[src/rtl/pipe_skid_stage.sv]
// Two-entry elastic pipeline register (main + skid) with valid/ready on both sides.
// Every output is a flop, so ready never sees a combinational path from the consumer.
module pipe_skid_stage #(
    parameter int N = 8
) (
    input  logic         clock,
    input  logic         rstN,
    input  logic         flush,
    input  logic         in_valid,
    output logic         in_ready,
    input  logic [N-1:0] in_data,
    output logic         out_valid,
    input  logic         out_ready,
    output logic [N-1:0] out_data,
    output logic [1:0]   count
);

    typedef enum logic [1:0] {
        EMPTY = 2'd0,
        BUSY  = 2'd1,
        FULL  = 2'd2
    } state_e;

    state_e       state_q, state_d;
    logic         in_ready_q, in_ready_d;
    logic         out_valid_q, out_valid_d;
    logic [N-1:0] main_q, main_d;
    logic [N-1:0] skid_q, skid_d;
    logic         in_fire, out_fire;

    assign in_fire  = in_valid && in_ready_q;
    assign out_fire = out_valid_q && out_ready;

    always_comb begin
        state_d = state_q;
        main_d  = main_q;
        skid_d  = skid_q;
        case (state_q)
            EMPTY: begin
                if (in_fire) begin
                    main_d  = in_data;
                    state_d = BUSY;
                end
            end
            BUSY: begin
                if (in_fire && out_fire) begin
                    main_d = in_data;
                end else if (in_fire) begin
                    skid_d  = in_data;
                    state_d = FULL;
                end else if (out_fire) begin
                    state_d = EMPTY;
                end
            end
            FULL: begin
                if (out_fire) begin
                    main_d  = skid_q;
                    state_d = BUSY;
                end
            end
            default: state_d = EMPTY;
        endcase
        // Flush wins over everything; a beat accepted this cycle is dropped.
        if (flush) state_d = EMPTY;
        in_ready_d  = (state_d != FULL);
        out_valid_d = (state_d != EMPTY);
    end

    always_ff @(posedge clock or negedge rstN) begin
        if (!rstN) begin
            state_q     <= EMPTY;
            in_ready_q  <= 1'b1;
            out_valid_q <= 1'b0;
        end else begin
            state_q     <= state_d;
            in_ready_q  <= in_ready_d;
            out_valid_q <= out_valid_d;
        end
    end

    // Data registers carry no reset; contents only matter when marked valid.
    always_ff @(posedge clock) begin
        main_q <= main_d;
        skid_q <= skid_d;
    end

    assign in_ready  = in_ready_q;
    assign out_valid = out_valid_q;
    assign out_data  = main_q;
    assign count     = state_q;

endmodule

[config.mk]
export PLATFORM = sky130hd
export DESIGN_NAME = pipe_skid_stage
export DESIGN_NICKNAME = d
export VERILOG_FILES = /design/src/rtl/pipe_skid_stage.sv
export SDC_FILE = /design/constraint.sdc
export NUM_CORES = 1
export LEC_CHECK = 0
export CORE_MARGIN = 2
export CORE_UTILIZATION = 39
export CTS_CLUSTER_DIAMETER = 60
export DETAILED_ROUTE_END_ITERATION = 10
export HOLD_SLACK_MARGIN = 0.08
export PLACE_DENSITY = 0.69
export SYNTH_ARGS = -nofsm -noshare
export SYNTH_HDL_FRONTEND = slang
export SYNTH_SLANG_ARGS = --single-unit
[constraint.sdc]
create_clock -name clock -period 1.6 [get_ports clock]
set_clock_uncertainty 0.15 [all_clocks]
set_input_delay 0.32 -clock clock [delete_from_list [all_inputs] [get_ports clock]]
set_output_delay 0.32 -clock clock [all_outputs]
set_load 0.1 [all_outputs]
==> flow_summary.yaml, run 1 <==
grt:
  grt_start_max_net_pins: 12
  grt_overflow_total: 0
  antenna_found_initial: 0
  grt_pass1_vias: 549
  grt_usage_pct: 14.64
  grt_pass1_wl_um: 2511
synthesis:
  yosys_warnings: 0
  synth_area_leaders: "edfxtp_1 61%, mux2_2 12%, dfrtp_1 9.6%"
  syn_area_per_cell_um2: 17.80
  synth_cells: 44
  synth_edf_count: 16
  ys_seq_elements: 20
  synthTopCellsByCount: "16 x edfxtp_1, 8 x mux2_2, 3 x a21oi_1, 3 x dfrtp_1, 2 x nor2_1"
  ys_seq_area_share_pct: 74.28
  synth.most_common_cell: "edfxtp_1"
  post-synth-top-area-cell: "edfxtp_1"
  yosysTopAreaCellShare_pct: 61.34
  ys_types: 17
  synth_area_um2: 783.3
  synth_nets: 57
  ys.flop_type: "edfxtp_1"
  synthArstFlopShare_pct: 20.00
cells_and_area:
  layout-drive-gt1-share_pct: 49.38
  fin_area_um2: 1321
  fin_util_pct: 68.75
  area_delta_synth_final_pct: 68.69
  final_nets: 95
  antenna_cells: 0
  fillers: 158
critical_path:
  start_kind: "register"
  crit_arrival_ns: 1.52
  worst_path_largest_cell_delay_ns: 0.50
  worst_setup_path_end_kind: "register"
  critPathKind: "register to register"
  slowest_stage: "dfrtp_4"
  cp.required_ns: 1.50
  crit_path_max_fanout: 8
  cp_top_family: "flip-flops"
  critPathBufInv: 1
  path_cells: "and2b_2 > buf_6 > a31oi_2 > nor2_4"
timing:
  whs_ns: 0.4111
  fin_crit_ns: 1.618
  tightestPinTransition_ns: 0.3286
  period_share_pct: 101.1
  relSlewSlack_pct: 78.09
  finalWorstSetupSlack_ns: -0.01811
  grt_setup_unrepaired: "yes"
  setup_viol: 10
  hold_violations: 0
  maxSlewViolCount: 0
  fmax_ghz: 0.6180
place:
  port-buffer-count: 24
  gp_congestion: 0.7590
  place_hpwl_um: 1186
  post_dp_cell_area_um2: 1257
  pre_cts_slack_ns: -0.1841
pwr:
  total_power_mw: 1.534
  ir_drop_uv: 707.9
  p_per_area_nw_per_um2: 1161
  leakage_nw: 0.4839
routing:
  first_pass_iters: 3
  routedWlPerCell_um: 14.59
  initialDrtViolationCount: 4
  drt-total-wl_um: 1576
  vias: 514
  drc_errors: 0
  avgViaCountPerCell: 4.759
  ant_nets: 0
clock_tree:
  cts_tree: "done"
  cts_root_buf: "clkbuf_4"
  clock_sinks: 20
  clk_latency_ns: 0.30
  ctsHtreeMaxLevel: 1
  numCtsBuffers: 3
  max-clock-path-buffers: 2
  cts.clk_slew.worst_paths_ns: 0.11
floorplan:
  chipHeight_um: 48.82
  dieArea_um2: 2383
  rows: 16
  start_util_pct: 40.76
  ioPinCount: 25
  die_w_um: 48.82
  core_area_um2: 1922
outcome:
  violations: "negative setup slack"
  run_status: "finished with violations"
min_path:
  hold_class: "register to register"
run:
  cap_violations: 0
-- layout make-up --
| cell class | instances | area (um2) | share of cell area [%] |
|---|---|---|---|
| Timing Repair Buffer | 34 | 452.9 | 34.28 |
| Clock inverter | 1 | 3.754 | 0.2841 |
| Multi-Input combinational cell | 22 | 210.2 | 15.91 |
| Clock buffer | 3 | 22.52 | 1.705 |
| Tap cell | 27 | 33.78 | 2.557 |
| Sequential cell | 20 | 594.3 | 44.98 |
| Inverter | 1 | 3.754 | 0.2841 |
-- power breakdown --
part	internal [mW]	switching [mW]	leakage [nW]
Clock	0.0909	0.146	0.0154
Combinational	0.241	0.380	0.274
Sequential	0.636	0.0408	0.195
-- through the flow --
step,setup TNS [ns],instances
finish,-0.1274,108
global route,-0.5598,108
CTS,-0.02827,107
detailed placement,-2.793,102
global placement,-2.240,102
floorplan,-2.803,44
-- logic make-up (layout without fill, tap and decap cells) --
kind of cell	count (synthesis)	in the layout	synth area share, %
compound gates	8	8	8.147
buf+inv	2	39	1.916
mux	8	8	11.50
simple gates	6	6	4.154
flops	20	20	74.28
-- worst paths after layout --
kind	startpoint	end	slack, ns	cells past startpoint
min	skid_q[5]$_DFFE_PP_	out_data[5]$_DFFE_PP_	0.41	1
min reg2reg	skid_q[5]$_DFFE_PP_	out_data[5]$_DFFE_PP_	0.41	1
min in group asynchronous	rstN	count[1]$_DFF_PN0_	0.60	2
max reg2reg	count[1]$_DFF_PN0_	out_data[2]$_DFFE_PP_	-0.02	4
max in group asynchronous	rstN	in_ready$_DFF_PN1_	0.45	2
max	count[1]$_DFF_PN0_	out_data[2]$_DFFE_PP_	-0.02	4
-- state kept, by name, summed over array words and instances (netlist names) --
register   count
out_data       8
skid_q         8
count          2
in_ready       1
out_valid      1
-- worst reg2reg max path, cell delays in order, from the launching register on --
cell and delay, ns:
dfrtp_4 0.50, and2b_2 0.23, buf_6 0.12, a31oi_2 0.25, nor2_4 0.12
-- placed cells by master (no fill, tap or decap) --
| master | netlist | layout |
|---|---|---|
| a2111o_1 | 1 | 1 |
| a21oi_1 | 3 | 2 |
| a21oi_4 | 0 | 1 |
| a221oi_1 | 1 | 1 |
| a31oi_2 | 1 | 1 |
| and2b_2 | 0 | 1 |
| buf_12 | 0 | 12 |
| buf_4 | 0 | 5 |
| buf_6 | 1 | 4 |
| clkbuf_4 | 0 | 3 |
| clkdlybuf4s50_1 | 0 | 12 |
| clkinv_1 | 0 | 1 |
| dfrtp_2 | 0 | 1 |
| dfrtp_4 | 0 | 2 |
| dfstp_4 | 0 | 1 |
| dlygate4sd3_1 | 0 | 1 |
| edfxtp_1 | 16 | 16 |
| inv_1 | 1 | 1 |
| mux2_2 | 8 | 7 |
| mux2_4 | 0 | 1 |
| nand4_1 | 1 | 1 |
| nor2_1 | 2 | 1 |
| nor2_4 | 0 | 1 |
| nor3_1 | 1 | 1 |
| o2bb2ai_1 | 1 | 1 |
| o31ai_1 | 1 | 1 |
| or3_1 | 1 | 1 |
-- metal layers --
metal	vias up	wire length, um	GRT usage [%]
li1	249	-	-
met1	240	622	16.04
met2	23	808	25.57
met3	2	124	4.601
met4	0	20	7.143
met5	-	0	0
-- what timing repair did --
| action | in CTS | in global routing |
|---|---|---|
| hold buffers | 1 | 0 |
| pin swaps | 0 | 1 |
| gates resized for setup | 1 | 5 |
| setup endpoints to repair | 2 | 26 |
| buffers inserted | 0 | 1 |
| hold endpoints to repair | 3 | 0 |
Note: power is estimated with default switching activity, not from simulation.
==> inputs of run 2 (changes only) <==
--- a/config.mk
+++ b/config.mk
@@ -5,7 +5,6 @@
 export SDC_FILE = /design/constraint.sdc
 export NUM_CORES = 1
 export LEC_CHECK = 0
-export CORE_MARGIN = 2
 export CORE_UTILIZATION = 39
 export CTS_CLUSTER_DIAMETER = 60
 export DETAILED_ROUTE_END_ITERATION = 10
==> run 2 against run 1 <==
Net effect:
- the run still ends with negative setup slack left
- first-iteration DRC count is the same
- count of clock-buffer cells in the layout stayed put
- worst hold slack gained 0.0021 ns
- combinational power up 1%
- largest cell class unchanged
==> flow_summary.yaml, run 2 (same netlist as run 1, synthesis figures left out) <==
routing:
  routedWlPerCell_um: 14.56
  ant_nets: 0
  first_pass_iters: 2
  drt-total-wl_um: 1543
  vias: 523
  initialDrtViolationCount: 4
  drc_errors: 0
  avgViaCountPerCell: 4.934
clock_tree:
  cts_tree: "done"
  clk_latency_ns: 0.29
  clock_sinks: 20
  cts_root_buf: "clkbuf_4"
  cts.clk_slew.worst_paths_ns: 0.12
  numCtsBuffers: 3
  ctsHtreeMaxLevel: 1
  max-clock-path-buffers: 2
cells_and_area:
  fillers: 122
  fin_area_um2: 1350
  final_cell_mix: "16 x edfxtp_1, 12 x clkdlybuf4s50_1, 12 x buf_12"
  final_nets: 95
  antenna_cells: 0
  fin_util_pct: 74.93
  layout-drive-gt1-share_pct: 50.62
  area_delta_synth_final_pct: 72.36
  layout_commonest_cell: "edfxtp_1"
critical_path:
  crit_arrival_ns: 1.15
  slowest_stage: "dfstp_4"
  cp_top_family: "flip-flops"
  critPathBufInv: 1
  worst_path_largest_cell_delay_ns: 0.68
  start_kind: "register"
  path_cells: "buf_12"
  worst_setup_path_end_kind: "output port"
  cp.required_ns: 1.13
  critPathKind: "register to output port"
  crit_path_max_fanout: 5
timing:
  period_share_pct: 101.4
  maxSlewViolCount: 0
  finalWorstSetupSlack_ns: -0.02203
  whs_ns: 0.4132
  tightestPinTransition_ns: 0.3179
  hold_violations: 0
  setup_viol: 1
  relSlewSlack_pct: 78.81
  fin_crit_ns: 1.622
  fmax_ghz: 0.6165
  grt_setup_unrepaired: "yes"
  timing.setup.tns_ns: -0.02203
min_path:
  hold_class: "register to register"
grt:
  gr-max-usage-layer: "met2"
  grt_use_met3_pct: 3.846
  grt_util_met2_pct: 25.56
  grtUsageMet1_pct: 21.46
  grt_overflow_total: 0
  grt_usage_pct: 15.60
  grt_pass1_vias: 495
  antenna_found_initial: 0
  grt_pass1_wl_um: 2352
  grt_start_max_net_pins: 13
pwr:
  ir_drop_uv: 657.1
  leakage_nw: 0.4934
  p_per_area_nw_per_um2: 1266
floorplan:
  start_util_pct: 43.47
  rows: 15
  chipHeight_um: 46.82
  ioPinCount: 25
  core_area_um2: 1802
  die_w_um: 46.82
  dieArea_um2: 2192
run:
  cap_violations: 0
place:
  port-buffer-count: 24
  gp_congestion: 0.7761
  post_dp_cell_area_um2: 1255
  place_hpwl_um: 1152
  pre_cts_slack_ns: -0.1657
outcome:
  violations: "negative setup slack"
  run_status: "finished with violations"
==> run 2: cell types whose count changed in the layout (fill, tap and decap cells not counted) <==
cell       before  now
a31oi_4         0    1
a31oi_2         1    0
bufinv_16       0    1
clkinv_1        1    0
mux2_4          1    0
mux2_2          7    8
==> run 2: routing by layer <==
layer  share of wire [%]  vias to the layer above
li1                    -                      249
met5                   0                        -
met4                0.39                        0
met2                  53                       12
met3                 3.3                        2
met1                  43                      260
==> run 2: path summary, 6_finish.rpt <==
kind / start / slack, ns / depth (start not counted) / end
min: skid_q[4]$_DFFE_PP_ / 0.41 / 1 / out_data[4]$_DFFE_PP_
max: in_ready$_DFF_PN1_ / -0.02 / 1 / in_ready
min reg2reg: skid_q[4]$_DFFE_PP_ / 0.41 / 1 / out_data[4]$_DFFE_PP_
min in group asynchronous: rstN / 0.61 / 2 / out_valid$_DFF_PN0_
max reg2reg: count[0]$_DFF_PN0_ / 0.01 / 4 / out_data[5]$_DFFE_PP_
max in group asynchronous: rstN / 0.44 / 2 / in_ready$_DFF_PN1_
==> run 2: report_power, final <==
group	switching, mW	internal (mW)
clock network	0.154	0.253
logic	0.385	0.242
registers	0.0402	0.636
==> run 2: layout make-up <==
class | instances | area [um2] | share of cell area (%)
Sequential cell | 20 | 594.3 | 44.02
Clock buffer | 3 | 22.52 | 1.668
Inverter | 1 | 3.754 | 0.2780
Multi-Input combinational cell | 22 | 215.2 | 15.94
Clock inverter | 1 | 30.03 | 2.224
Timing Repair Buffer | 34 | 452.9 | 33.55
Tap cell | 25 | 31.28 | 2.317
==> run 2: repair_timing <==
item / in CTS / in global routing
cloned: 0 / 0
hold endpoints to repair: 3 / 0
endpoints found under the setup margin: 10 / 26
hold buffers: 1 / 0
pin swaps: 0 / 1
gates resized for setup: 2 / 4
setup buffers: 0 / 1
==> run 2: stage by stage <==
| step | cells | power (mW) |
|---|---|---|
| 6_report | 106 | 1.710 |
| 3_3_place_gp | 100 | 1.291 |
| 4_1_cts | 105 | 1.705 |
| 3_5_place_dp | 100 | 1.298 |
| 5_1_grt | 106 | 1.763 |
| 2_1_floorplan | 44 | 1.035 |
==> inputs of run 3 (changes only) <==
--- a/config.mk
+++ b/config.mk
@@ -5,7 +5,9 @@
 export SDC_FILE = /design/constraint.sdc
 export NUM_CORES = 1
 export LEC_CHECK = 0
-export CORE_UTILIZATION = 39
+export CELL_PAD_IN_SITES_DETAIL_PLACEMENT = 0
+export CELL_PAD_IN_SITES_GLOBAL_PLACEMENT = 2
+export CORE_UTILIZATION = 27
 export CTS_CLUSTER_DIAMETER = 60
 export DETAILED_ROUTE_END_ITERATION = 10
 export HOLD_SLACK_MARGIN = 0.08
==> run 3 against run 2 <==
Net effect:
- the flow still finishes with violations (negative setup slack)
- cell count is 3.8% higher
- power shrank 0.98%
- final area fell by 1.6%
- critical path type unchanged
- critical endpoint unchanged
- largest power group unchanged
==> flow_summary.yaml, run 3 (same netlist as run 1, synthesis figures left out) <==
cells_and_area:
  area_delta_synth_final_pct: 69.65
  layout_commonest_cell: "edfxtp_1"
  fin_cells: 110
  final_cell_mix: "16 x edfxtp_1, 12 x clkdlybuf4s50_1, 12 x buf_12"
  layout-drive-gt1-share_pct: 48.10
  antenna_cells: 0
  final_nets: 93
routing:
  avgViaCountPerCell: 4.536
  first_pass_iters: 2
  drt-total-wl_um: 1395
  ant_nets: 0
  routedWlPerCell_um: 12.68
  drc_errors: 0
  vias: 499
  initialDrtViolationCount: 2
timing:
  grt_setup_unrepaired: "yes"
  setup_viol: 1
  hold_violations: 0
  whs_ns: 0.4093
  fin_crit_ns: 1.625
  maxSlewViolCount: 0
  fmax_ghz: 0.6154
  finalWorstSetupSlack_ns: -0.02484
  relSlewSlack_pct: 78.85
  tightestPinTransition_ns: 0.3172
  period_share_pct: 101.6
  timing.setup.tns_ns: -0.02484
pwr:
  p_per_area_nw_per_um2: 1274
  ir_drop_uv: 891.0
  leakage_nw: 0.4814
critical_path:
  cp.required_ns: 1.13
  slowest_stage: "dfstp_4"
  critPathKind: "register to output port"
  crit_cells: 1
  regToRegSetupSlack_ns: 0.01
  reg2reg_from: "count[0]$_DFF_PN0_"
  reg2regPathDepth: 3
  cp_top_family: "flip-flops"
  cp-startpoint: "in_ready$_DFF_PN1_"
  start_kind: "register"
  rr_endpoint: "out_data[5]$_DFFE_PP_"
  critPathBufInv: 1
  path_cells: "buf_12"
  critPathCapture: "in_ready"
  worst_setup_path_end_kind: "output port"
  crit_arrival_ns: 1.15
  worst_path_largest_cell_delay_ns: 0.67
  crit_path_max_fanout: 5
floorplan:
  start_util_pct: 28.40
  rows: 19
  ioPinCount: 25
  chipHeight_um: 55.86
  dieArea_um2: 3120
  die_w_um: 55.86
  core_area_um2: 2758
clock_tree:
  ctsHtreeMaxLevel: 1
  numCtsBuffers: 3
  cts.clk_slew.worst_paths_ns: 0.11
  cts_setup_buffers: 0
  clk_latency_ns: 0.30
  cts_root_buf: "clkbuf_4"
  cts_tree: "done"
  max-clock-path-buffers: 2
  clock_sinks: 20
place:
  place_hpwl_um: 1035
  port-buffer-count: 24
  gp_congestion: 0.7229
  placed_cells: 105
run:
  cap_violations: 0
grt:
  grt_usage_pct: 9.935
  antenna_found_initial: 0
  grt_overflow_total: 0
  grt_pass1_vias: 492
  grt_start_max_net_pins: 13
  grt_pass1_wl_um: 2249
min_path:
  hold_class: "register to register"
  hold_path_depth: 1
outcome:
  violations: "negative setup slack"
  run_status: "finished with violations"
run 3: worst min path at each step:
| stage | from | slack (ns) | to |
|---|---|---|---|
| 2_1_floorplan | rstN | -0.13 | out_valid$_DFF_PN0_ |
| 3_3_place_gp | skid_q[1]$_DFFE_PP_ | 0.38 | out_data[1]$_DFFE_PP_ |
| 6_report | skid_q[0]$_DFFE_PP_ | 0.41 | out_data[0]$_DFFE_PP_ |
| 3_5_place_dp | skid_q[3]$_DFFE_PP_ | 0.38 | out_data[3]$_DFFE_PP_ |
| 4_1_cts | skid_q[3]$_DFFE_PP_ | 0.41 | out_data[3]$_DFFE_PP_ |
| 5_1_grt | skid_q[1]$_DFFE_PP_ | 0.42 | out_data[1]$_DFFE_PP_ |
run 3: metrics by stage:
stage                     setup WS [ns]  utilization [%]  power [mW]  area [um2]
after floorplan                 -0.1271                -       1.035       814.5
after global placement          -0.1608            45.51       1.291        1255
after detailed placement        -0.1810            45.51       1.291        1255
after CTS                      -0.03114            47.91       1.708        1321
after global routing           -0.05151            48.19       1.749        1329
final                          -0.02484            48.19       1.693        1329
run 3: power breakdown:
part | total, mW | internal, mW | switching (mW) | leakage, nW
registers | 0.674 | 0.635 | 0.0383 | 0.195
clock network | 0.407 | 0.253 | 0.154 | 0.0279
logic | 0.612 | 0.234 | 0.378 | 0.259
run 3: repair_timing:
item,in CTS,in global routing
gates resized for setup,1,2
endpoints found under the hold margin,3,0
endpoints found under the setup margin,2,12
pin swaps,0,0
hold buffers,1,0
run 3: metal layers:
layer / global-route usage (%) / share of wire (%) / vias to the layer above
li1: - / - / 244
met1: 10.47 / 40 / 232
met2: 15.66 / 49 / 19
met3: 6.512 / 9.6 / 4
met4: 4.181 / 1.5 / 0
met5: 0 / 0 / -
run 3: area by class of cell:
cell class,instances,area (um2)
Timing Repair Buffer,32,434.2
Clock buffer,3,22.52
Inverter,1,3.754
Fill cell,245,1429
Clock inverter,1,30.03
Sequential cell,20,594.3
Multi-Input combinational cell,22,205.2
Tap cell,31,38.79
